### config.mk
export PLATFORM = sky130hd
export DESIGN_NAME = pc_fetch_unit
export DESIGN_NICKNAME = d
export VERILOG_FILES = /design/src/rtl/pc_fetch_unit.sv
export SDC_FILE = /design/constraint.sdc
export NUM_CORES = 1
export LEC_CHECK = 0
export ABC_CLOCK_PERIOD_IN_PS = 11300
export BUFFER_PORTS_ARGS = -buffer_cell sky130_fd_sc_hd__buf_2
export CAP_MARGIN = 40
export CORE_ASPECT_RATIO = 1.2
export CORE_MARGIN = 10
export CORE_UTILIZATION = 59
export DETAILED_ROUTE_END_ITERATION = 6
export PLACE_DENSITY = 0.91
export SLEW_MARGIN = 20
export SYNTH_ARGS = -nofsm -noshare
export SYNTH_HDL_FRONTEND = slang
export SYNTH_SLANG_ARGS = --single-unit
export TNS_END_PERCENT = 10
### constraint.sdc
create_clock -name clk -period 11.3 [get_ports clk]
set_input_delay 3.39 -clock clk [delete_from_list [all_inputs] [get_ports clk]]
set_output_delay 3.39 -clock clk [all_outputs]
set_load 0.03 [all_outputs]
### src/rtl/pc_fetch_unit.sv
// pc_fetch_unit: instruction-fetch front end.
// Owns the program counter, issues word-aligned fetch requests under a credit
// rule (buffered + in-flight <= DEPTH), tags each request with its address,
// buffers in-order responses in a small FIFO and presents (pc, instr) pairs
// downstream on a valid/ready handshake. A branch redirect flushes the FIFO and
// drops every response still in flight.
//
// Optional feature macro: FETCH_ALIGN_CHECK_EN
//   defined   : a redirect to a non word-aligned target sets the sticky
//               misalign_err flag, flushes, keeps pc and parks the unit in HALT
//               (no further requests) until reset.
//   undefined : misalign_err is held at 0 and target bits [1:0] are cleared.
//
// Handshakes:
//   imem_req/imem_addr : a request is accepted in the cycle imem_req is high.
//   imem_rvalid        : one in-order response per cycle it is high.
//   instr_valid/ready  : the head transfers when both are high at a clock edge;
//                        instr_pc/instr_data hold steady while valid && !ready.
module pc_fetch_unit #(
  parameter int                ADDR_W   = 32,
  parameter int                INSTR_W  = 32,
  parameter logic [ADDR_W-1:0] RESET_PC = '0,
  parameter int                DEPTH    = 4
) (
  input  logic               clk,
  input  logic               reset,
  output logic               imem_req,
  output logic [ADDR_W-1:0]  imem_addr,
  input  logic               imem_rvalid,
  input  logic [INSTR_W-1:0] imem_rdata,
  input  logic               branch_taken,
  input  logic [ADDR_W-1:0]  branch_target,
  output logic               instr_valid,
  output logic [ADDR_W-1:0]  instr_pc,
  output logic [INSTR_W-1:0] instr_data,
  input  logic               instr_ready,
  output logic               misalign_err
);

  localparam int PW = $clog2(DEPTH);
  localparam int CW = PW + 1;

  typedef enum logic {
    ST_RUN  = 1'b0,
    ST_HALT = 1'b1
  } state_e;

  state_e              state_q, state_d;
  logic [ADDR_W-1:0]   pc_q, pc_d;
  logic [CW-1:0]       count_q, count_d;
  logic [CW-1:0]       outst_q, outst_d;
  logic [CW-1:0]       discard_q, discard_d;
  logic [PW-1:0]       wr_ptr_q, wr_ptr_d;
  logic [PW-1:0]       rd_ptr_q, rd_ptr_d;
  logic [PW-1:0]       tag_wr_q, tag_wr_d;
  logic [PW-1:0]       tag_rd_q, tag_rd_d;
  logic                misalign_q, misalign_d;

  logic [ADDR_W-1:0]   tag_mem  [DEPTH];
  logic [ADDR_W-1:0]   pc_mem   [DEPTH];
  logic [INSTR_W-1:0]  data_mem [DEPTH];

  logic                halted;
  logic                credit_ok;
  logic                bad_target;
  logic                resp_live;
  logic                push;
  logic                pop;

  assign halted = (state_q == ST_HALT);

`ifdef FETCH_ALIGN_CHECK_EN
  assign bad_target = branch_taken && (branch_target[1:0] != 2'b00);
`else
  assign bad_target = 1'b0;
`endif

  // Credit rule: never have more fetches buffered plus in flight than FIFO slots.
  assign credit_ok = ({1'b0, count_q} + {1'b0, outst_q}) < (CW+1)'(DEPTH);
  assign imem_req  = !reset && !halted && !branch_taken && credit_ok;
  assign imem_addr = pc_q;

  // A response is live (owns a tag) only when nothing is pending discard.
  assign resp_live = imem_rvalid && (discard_q == '0);
  assign push      = resp_live && !branch_taken;
  assign pop       = instr_valid && instr_ready;

  assign instr_valid  = (count_q != '0);
  assign instr_pc     = pc_mem[rd_ptr_q];
  assign instr_data   = data_mem[rd_ptr_q];
  assign misalign_err = misalign_q;

  // FSM next state: RUN until a misaligned redirect parks the unit in HALT.
  always_comb begin
    state_d    = state_q;
    misalign_d = misalign_q;
    if (bad_target) begin
      state_d    = ST_HALT;
      misalign_d = 1'b1;
    end
  end

  // Program counter: redirect wins over sequential increment.
  always_comb begin
    pc_d = pc_q;
    if (branch_taken) begin
      if (!bad_target && !halted) begin
        pc_d = branch_target & ~(ADDR_W'(3));
      end
    end else if (imem_req) begin
      pc_d = pc_q + ADDR_W'(4);
    end
  end

  // In-flight bookkeeping: outstanding count, discard count and tag FIFO pointers.
  always_comb begin
    outst_d   = outst_q;
    discard_d = discard_q;
    tag_wr_d  = tag_wr_q + PW'(imem_req);
    tag_rd_d  = tag_rd_q + PW'(resp_live);
    if (imem_req && !imem_rvalid) begin
      outst_d = outst_q + CW'(1);
    end else if (!imem_req && imem_rvalid) begin
      outst_d = outst_q - CW'(1);
    end
    if (imem_rvalid && (discard_q != '0)) begin
      discard_d = discard_q - CW'(1);
    end
    if (branch_taken) begin
      // Everything still in flight after this cycle belongs to the old path.
      discard_d = outst_d;
      tag_rd_d  = tag_wr_q;
    end
  end

  // Instruction FIFO occupancy and pointers; a redirect empties it.
  always_comb begin
    count_d  = count_q + CW'(push) - CW'(pop);
    wr_ptr_d = wr_ptr_q + PW'(push);
    rd_ptr_d = rd_ptr_q + PW'(pop);
    if (branch_taken) begin
      count_d  = '0;
      wr_ptr_d = wr_ptr_q;
      rd_ptr_d = wr_ptr_q;
    end
  end

  // State registers with synchronous reset.
  always_ff @(posedge clk) begin
    if (reset) begin
      state_q    <= ST_RUN;
      pc_q       <= RESET_PC;
      count_q    <= '0;
      outst_q    <= '0;
      discard_q  <= '0;
      wr_ptr_q   <= '0;
      rd_ptr_q   <= '0;
      tag_wr_q   <= '0;
      tag_rd_q   <= '0;
      misalign_q <= 1'b0;
    end else begin
      state_q    <= state_d;
      pc_q       <= pc_d;
      count_q    <= count_d;
      outst_q    <= outst_d;
      discard_q  <= discard_d;
      wr_ptr_q   <= wr_ptr_d;
      rd_ptr_q   <= rd_ptr_d;
      tag_wr_q   <= tag_wr_d;
      tag_rd_q   <= tag_rd_d;
      misalign_q <= misalign_d;
    end
  end

  // Storage: request tags on issue, (tag, data) pairs on a kept response.
  always_ff @(posedge clk) begin
    if (imem_req) begin
      tag_mem[tag_wr_q] <= pc_q;
    end
    if (push) begin
      pc_mem[wr_ptr_q]   <= tag_mem[tag_rd_q];
      data_mem[wr_ptr_q] <= imem_rdata;
    end
  end

endmodule

After elaboration in Yosys (flattened, before gate mapping)
Memory sizes are Yosys's and may differ from the RTL's. A register that Yosys moved wholly into a read port is not among the register bits.
Index checks and enable logic that the tools add are counted.
{"block": "word_totals", "regBits": 49, "elab_cells": 56, "mem_count": 3, "inputBits": 69, "mem_bits_rw": 384, "output_inout_bits": 99}
{"block": "op_classes", "add_sub_neg": 11, "n_mux": 15, "magnitude_cmp": 1, "reduce_logical": 18}
{"memory": "data_mem", "words": 4, "word_bits": 32, "read_ports": 1, "rd_clocked_by_memory_dff": 1, "wr": 1, "line": "61", "source": "logic [INSTR_W-1:0] data_mem [DEPTH];"}
{"memory": "pc_mem", "words": 4, "word_bits": 32, "read_ports": 1, "rd_clocked_by_memory_dff": 1, "wr": 1, "line": "60", "source": "logic [ADDR_W-1:0] pc_mem [DEPTH];"}
{"memory": "tag_mem", "words": 4, "word_bits": 32, "read_ports": 1, "rd_clocked_by_memory_dff": 1, "wr": 1, "line": "59", "source": "logic [ADDR_W-1:0] tag_mem [DEPTH];"}
{"op": "$mux W32", "n": 2}
{"op": "$add A32 B3 Y32 const B", "n": 1}
{"op": "$mux W3", "n": 4}
{"op": "$mux W2", "n": 5}
{"op": "$add A2 B1 Y2", "n": 4}
{"op": "$logic_and A1 B1 Y1", "n": 8}
{"op": "$reduce_bool A3 Y1", "n": 2}
{"op": "$sub A3 B1 Y3 const B", "n": 2}
{"op": "$add A3 B3 Y4", "n": 1}
{"op": "$logic_not A1 Y1", "n": 4}
{"op": "$lt A4 B3 Y1 const B", "n": 1}
{"op": "$mux W1", "n": 4}
{"op": "$reduce_bool A2 Y1", "n": 2}
{"op": "$add A3 B1 Y3", "n": 1}
{"op": "$add A3 B1 Y3 const B", "n": 1}
{"op": "$logic_not A3 Y1", "n": 1}
{"op": "$sub A3 B1 Y3", "n": 1}
{"op": "$reduce_or A2 Y1", "n": 1}

Longest topological paths before layout
{"block": "depth", "ltp_word": 8, "depth_mapped": 11, "depth_no_buf": 11}

Least setup slack after synthesis
OpenSTA, ideal clock, no wires.
{"block": "synth_timing", "kind": "input to register", "from": "input port imem_rvalid", "to": "memory data_mem[2][0] (enable)", "stages": 5, "path_buffers": 1, "setup_slack_ns": 2.274, "t_required_ns": 10.729, "setup_time_ns": 0.571, "arrival_time_ns": 8.455, "path_cell_list": "clkbuf_1 -> nand3b_1 -> inv_1 -> nand2_1 -> nor3b_1"}
{"block": "synth_via", "elab_chain_cells": 4}
{"item": "from (decl)", "line": "29", "source": "input logic imem_rvalid,"}
{"item": "$logic_and A1 B1 Y1", "line": "84", "source": "assign resp_live = imem_rvalid && (discard_q == '0);"}
{"item": "$logic_and A1 B1 Y1", "line": "85", "source": "assign push = resp_live && !branch_taken;"}
{"item": "$mux W1", "line": "180", "source": "if (push) begin"}
{"item": "$mux W1 (not written as such)", "line": "182", "source": "data_mem[wr_ptr_q] <= imem_rdata;"}
{"item": "to (decl)", "line": "61"}
No other way between the ends.

Worst setup path after layout
{"block": "layout_timing", "from": "input port reset", "to": "output port imem_req"}
{"block": "layout_via", "elab_chain_cells": 3}
{"item": "from (decl)", "line": "26", "source": "input logic reset,"}
{"item": "$logic_not A1 Y1", "line": "80", "source": "assign imem_req = !reset && !halted && !branch_taken && credit_ok;"}
{"item": "$logic_and A1 B1 Y1 (2 in a row)", "line": "80"}
{"item": "to (decl)", "line": "27", "source": "output logic imem_req,"}
No other way between the ends.

==> flow_summary.toml <==
[outcome]
status = "completed"

[worst_setup_path]
crit_family = "buffers and inverters"
worst_ep_required_time_ns = 7.91
critPathMaxStageDelay_ns = 0.67
worst-path-buf-inv = 3
cp_max_fo = 44
critical_path.most_common_cell = "buf_2"
r2r_slack_ns = 7.64
crit_type = "in -> out"
crit-reg2reg-capture = "tag_mem[2][2]$_DFFE_PP_"
critical_path.cell_chain = "buf_2 > nor2_1 > nand3_2 > inv_1 > buf_2"
reg2reg_depth = 7
startpoint_type = "input pin"
worstPathArrival_ns = 5.65
rr_startpoint = "outst_q[2]$_SDFF_PP0_"
slowest_stage = "inv_1"
cp-end-kind = "output pin"

[clocking]
cts_num_sinks = 415
cts_buffers = 39
cts_buffer_depth = 3
clockRootBuffer = "clkbuf_16"
clkSlewWorstSetupHoldPaths_ns = 0.06
ctsHoldBuffers = 0
htreeDepth = 2
cts_setup_buffers = 0
cts_tree = "done"
clock_latency_ns = 0.54
ctsResizeCount = 0

[die]
die_w_um = 171
coreArea_um2 = 27100
ioPinCount = 168
die_area_um2 = 34600
row_count = 66
initial_core_util_pct = 59.9
die_h_um = 202

[grt]
antenna_found_initial = 0
gr-usage-all-layers_pct = 19.8
grt_first_pass_wirelength_um = 53300
grt_pass1_vias = 9203
grt_overflow = 0
grt_max_degree = 45

[cells_and_area]
final_area_um2 = 18700
diodes = 0
final_layout_size_suffix_gt1_share_pct = 33.5
final_cell_mix = "edfxtp_1 (368), buf_2 (160), mux4_2 (92)"
layout_commonest_cell = "edfxtp_1"
fill_cells = 1654
final_core_util_pct = 69.1
syn2layout_area_growth_pct = 15.3
final_net_count = 1097

[yosys]
ys_async_sr_fraction_pct = 0
dominantRegCellSynth = "edfxtp_1"
synth.yosys.seq_area_share_pct = 73.9
synth_edf_count = 368
synth.cell_area_um2 = 16200
synth_warnings = 0
ys_ff_latch = 415
yosys.cell_types.count = 58
postSynthCellCount = 838
avgSynthCellArea_um2 = 19.4

[placed_design]
place.gp.congestion = 0.839
place_ws_ns = 2.37
place_hpwl_um = 20200
portBuffers = 160
placed_cell_area_um2 = 17500

[min_path]
hold_path_class = "reg -> reg"
min_from = "imem_addr[7]$_SDFFE_PP0P_"
hold_end = "tag_mem[1][7]$_DFFE_PP_"
min_path_cells = 0

[power_and_ir_drop]
internal_power_mw = 2.50
p_leak_nw = 6.26
swShare_pct = 23.0
seqPwrFrac_pct = 54.3
peakVddDrop_v = 0.000108
p_comb_share_pct = 8.5
power.switching_mw = 0.748
power_density_nw_per_um2 = 174
pwr-share-clk_pct = 37.2

[sta]
fin_ws_ns = 2.26
rsz0062_at_grt = "false"
min_period_over_period_pct = 80.0
slew_headroom_pct = 42.0
tightest_slew_ns = 0.870
max_freq_mhz = 111
finalClockSkew_ns = 0.0165
hold_viol_final = 0
tns_ns = 0
finalSetupViolCount = 0
period_needed_ns = 9.04
maxSlewViolCount = 0
whs_ns = 0.564

[drt]
detail_route.iter0.violations = 880
routed_wl_um = 33600
vias = 8661
drtPass1Iterations = 5
drcViolationCount = 0
vias_per_cell = 6.26
ant_nets = 0
wl_per_cell_um = 24.3

[flow_run]
drv_cap = 0
final cells by class:
class	instances	area (µm²)	share of cell area (%)
Sequential cell	415	12000	64.1
Tap cell	340	425	2.27
Multi-Input combinational cell	364	3990	21.3
Clock buffer	50	1040	5.54
Clock inverter	21	135	0.722
Inverter	17	63.8	0.341
Timing Repair Buffer	177	1070	5.71
how the worst max path moves through the flow:
stage | startpoint | end | slack [ns] | cells after the start
global placement | reset | imem_req | 2.45 | 5
detailed placement | reset | imem_req | 2.37 | 5
floorplan | imem_rvalid | data_mem[2][0]$_DFFE_PP_ | 2.27 | 5
global route | reset | imem_req | 2.14 | 5
CTS | reset | imem_req | 2.35 | 5
finish | reset | imem_req | 2.26 | 5
routing by layer:
layer,part of all wire [%],track usage [%],routed length (µm)
met1,40,26.5,13500
met2,51,32.4,17000
met3,7.4,3.88,2490
met4,1.9,5.63,635
met5,0,0,0
Yosys cell counts (all sizes together), types with 7 or more instances:
| library cell | n | area, µm² |
|---|---|---|
| edfxtp | 368 | 11100 |
| dfxtp | 47 | 941 |
| or3 | 12 | 80.1 |
| nand2b | 7 | 43.8 |
| a211oi | 9 | 67.6 |
| nor2 | 20 | 75.1 |
| a31oi | 20 | 125 |
| buf | 29 | 179 |
| xnor2 | 10 | 87.6 |
| nor3 | 7 | 46.3 |
| clkbuf | 17 | 63.8 |
| and4 | 8 | 73.8 |
| inv | 17 | 63.8 |
| nand3 | 14 | 80.1 |
| ha | 13 | 163 |
| nand4 | 13 | 111 |
| and2 | 11 | 68.8 |
| nand2 | 36 | 143 |
| or4 | 12 | 90.1 |
| o311ai | 13 | 114 |
| mux4 | 92 | 2070 |
registers in the layout (all words and copies together) (netlist names), 3 cells and up:
signal / cells
count_q: 3
data_mem: 128
discard_q: 3
imem_addr: 30
outst_q: 3
pc_mem: 120
tag_mem: 120
metrics by stage:
stage | total power, mW | std cells
after CTS | 3.28 | 1383
final | 3.25 | 1384
after floorplan | 1.98 | 842
after detailed placement | 2.07 | 1312
after global routing | 3.37 | 1384
after global placement | 2.06 | 1306
worst reg2reg max path, cell delays in order, from the launching register on:
cell and delay (ns):
dfxtp_1 0.39, ha_1 0.29, nor3_4 0.43, nand3_2 0.43, inv_1 0.67, nand2_1 0.14, nor2_2 0.56, buf_4 0.42
logic make-up (layout without fill, tap and decap cells):
| logic type | Yosys count | count (layout) | synth area share, % |
|---|---|---|---|
| buf+inv | 63 | 265 | 1.89 |
| flops | 415 | 415 | 73.9 |
| other cells | 1 | 5 | 0.0231 |
| xor+xnor | 15 | 15 | 0.809 |
| fa+ha+maj | 14 | 14 | 1.13 |
| compound gates | 78 | 78 | 3.58 |
| mux | 97 | 97 | 13.1 |
| simple gates | 155 | 155 | 5.64 |
power by group through the flow:
| stage | clock [mW] | combinational, mW | sequential (mW) |
|---|---|---|---|
| after floorplan | 0 | 0.184 | 1.80 |
| after global placement | 0 | 0.263 | 1.79 |
| after detailed placement | 0 | 0.275 | 1.80 |
| after CTS | 1.23 | 0.278 | 1.77 |
| after global routing | 1.30 | 0.299 | 1.77 |
| final | 1.21 | 0.275 | 1.77 |
Power figures use the tool's default switching activity.
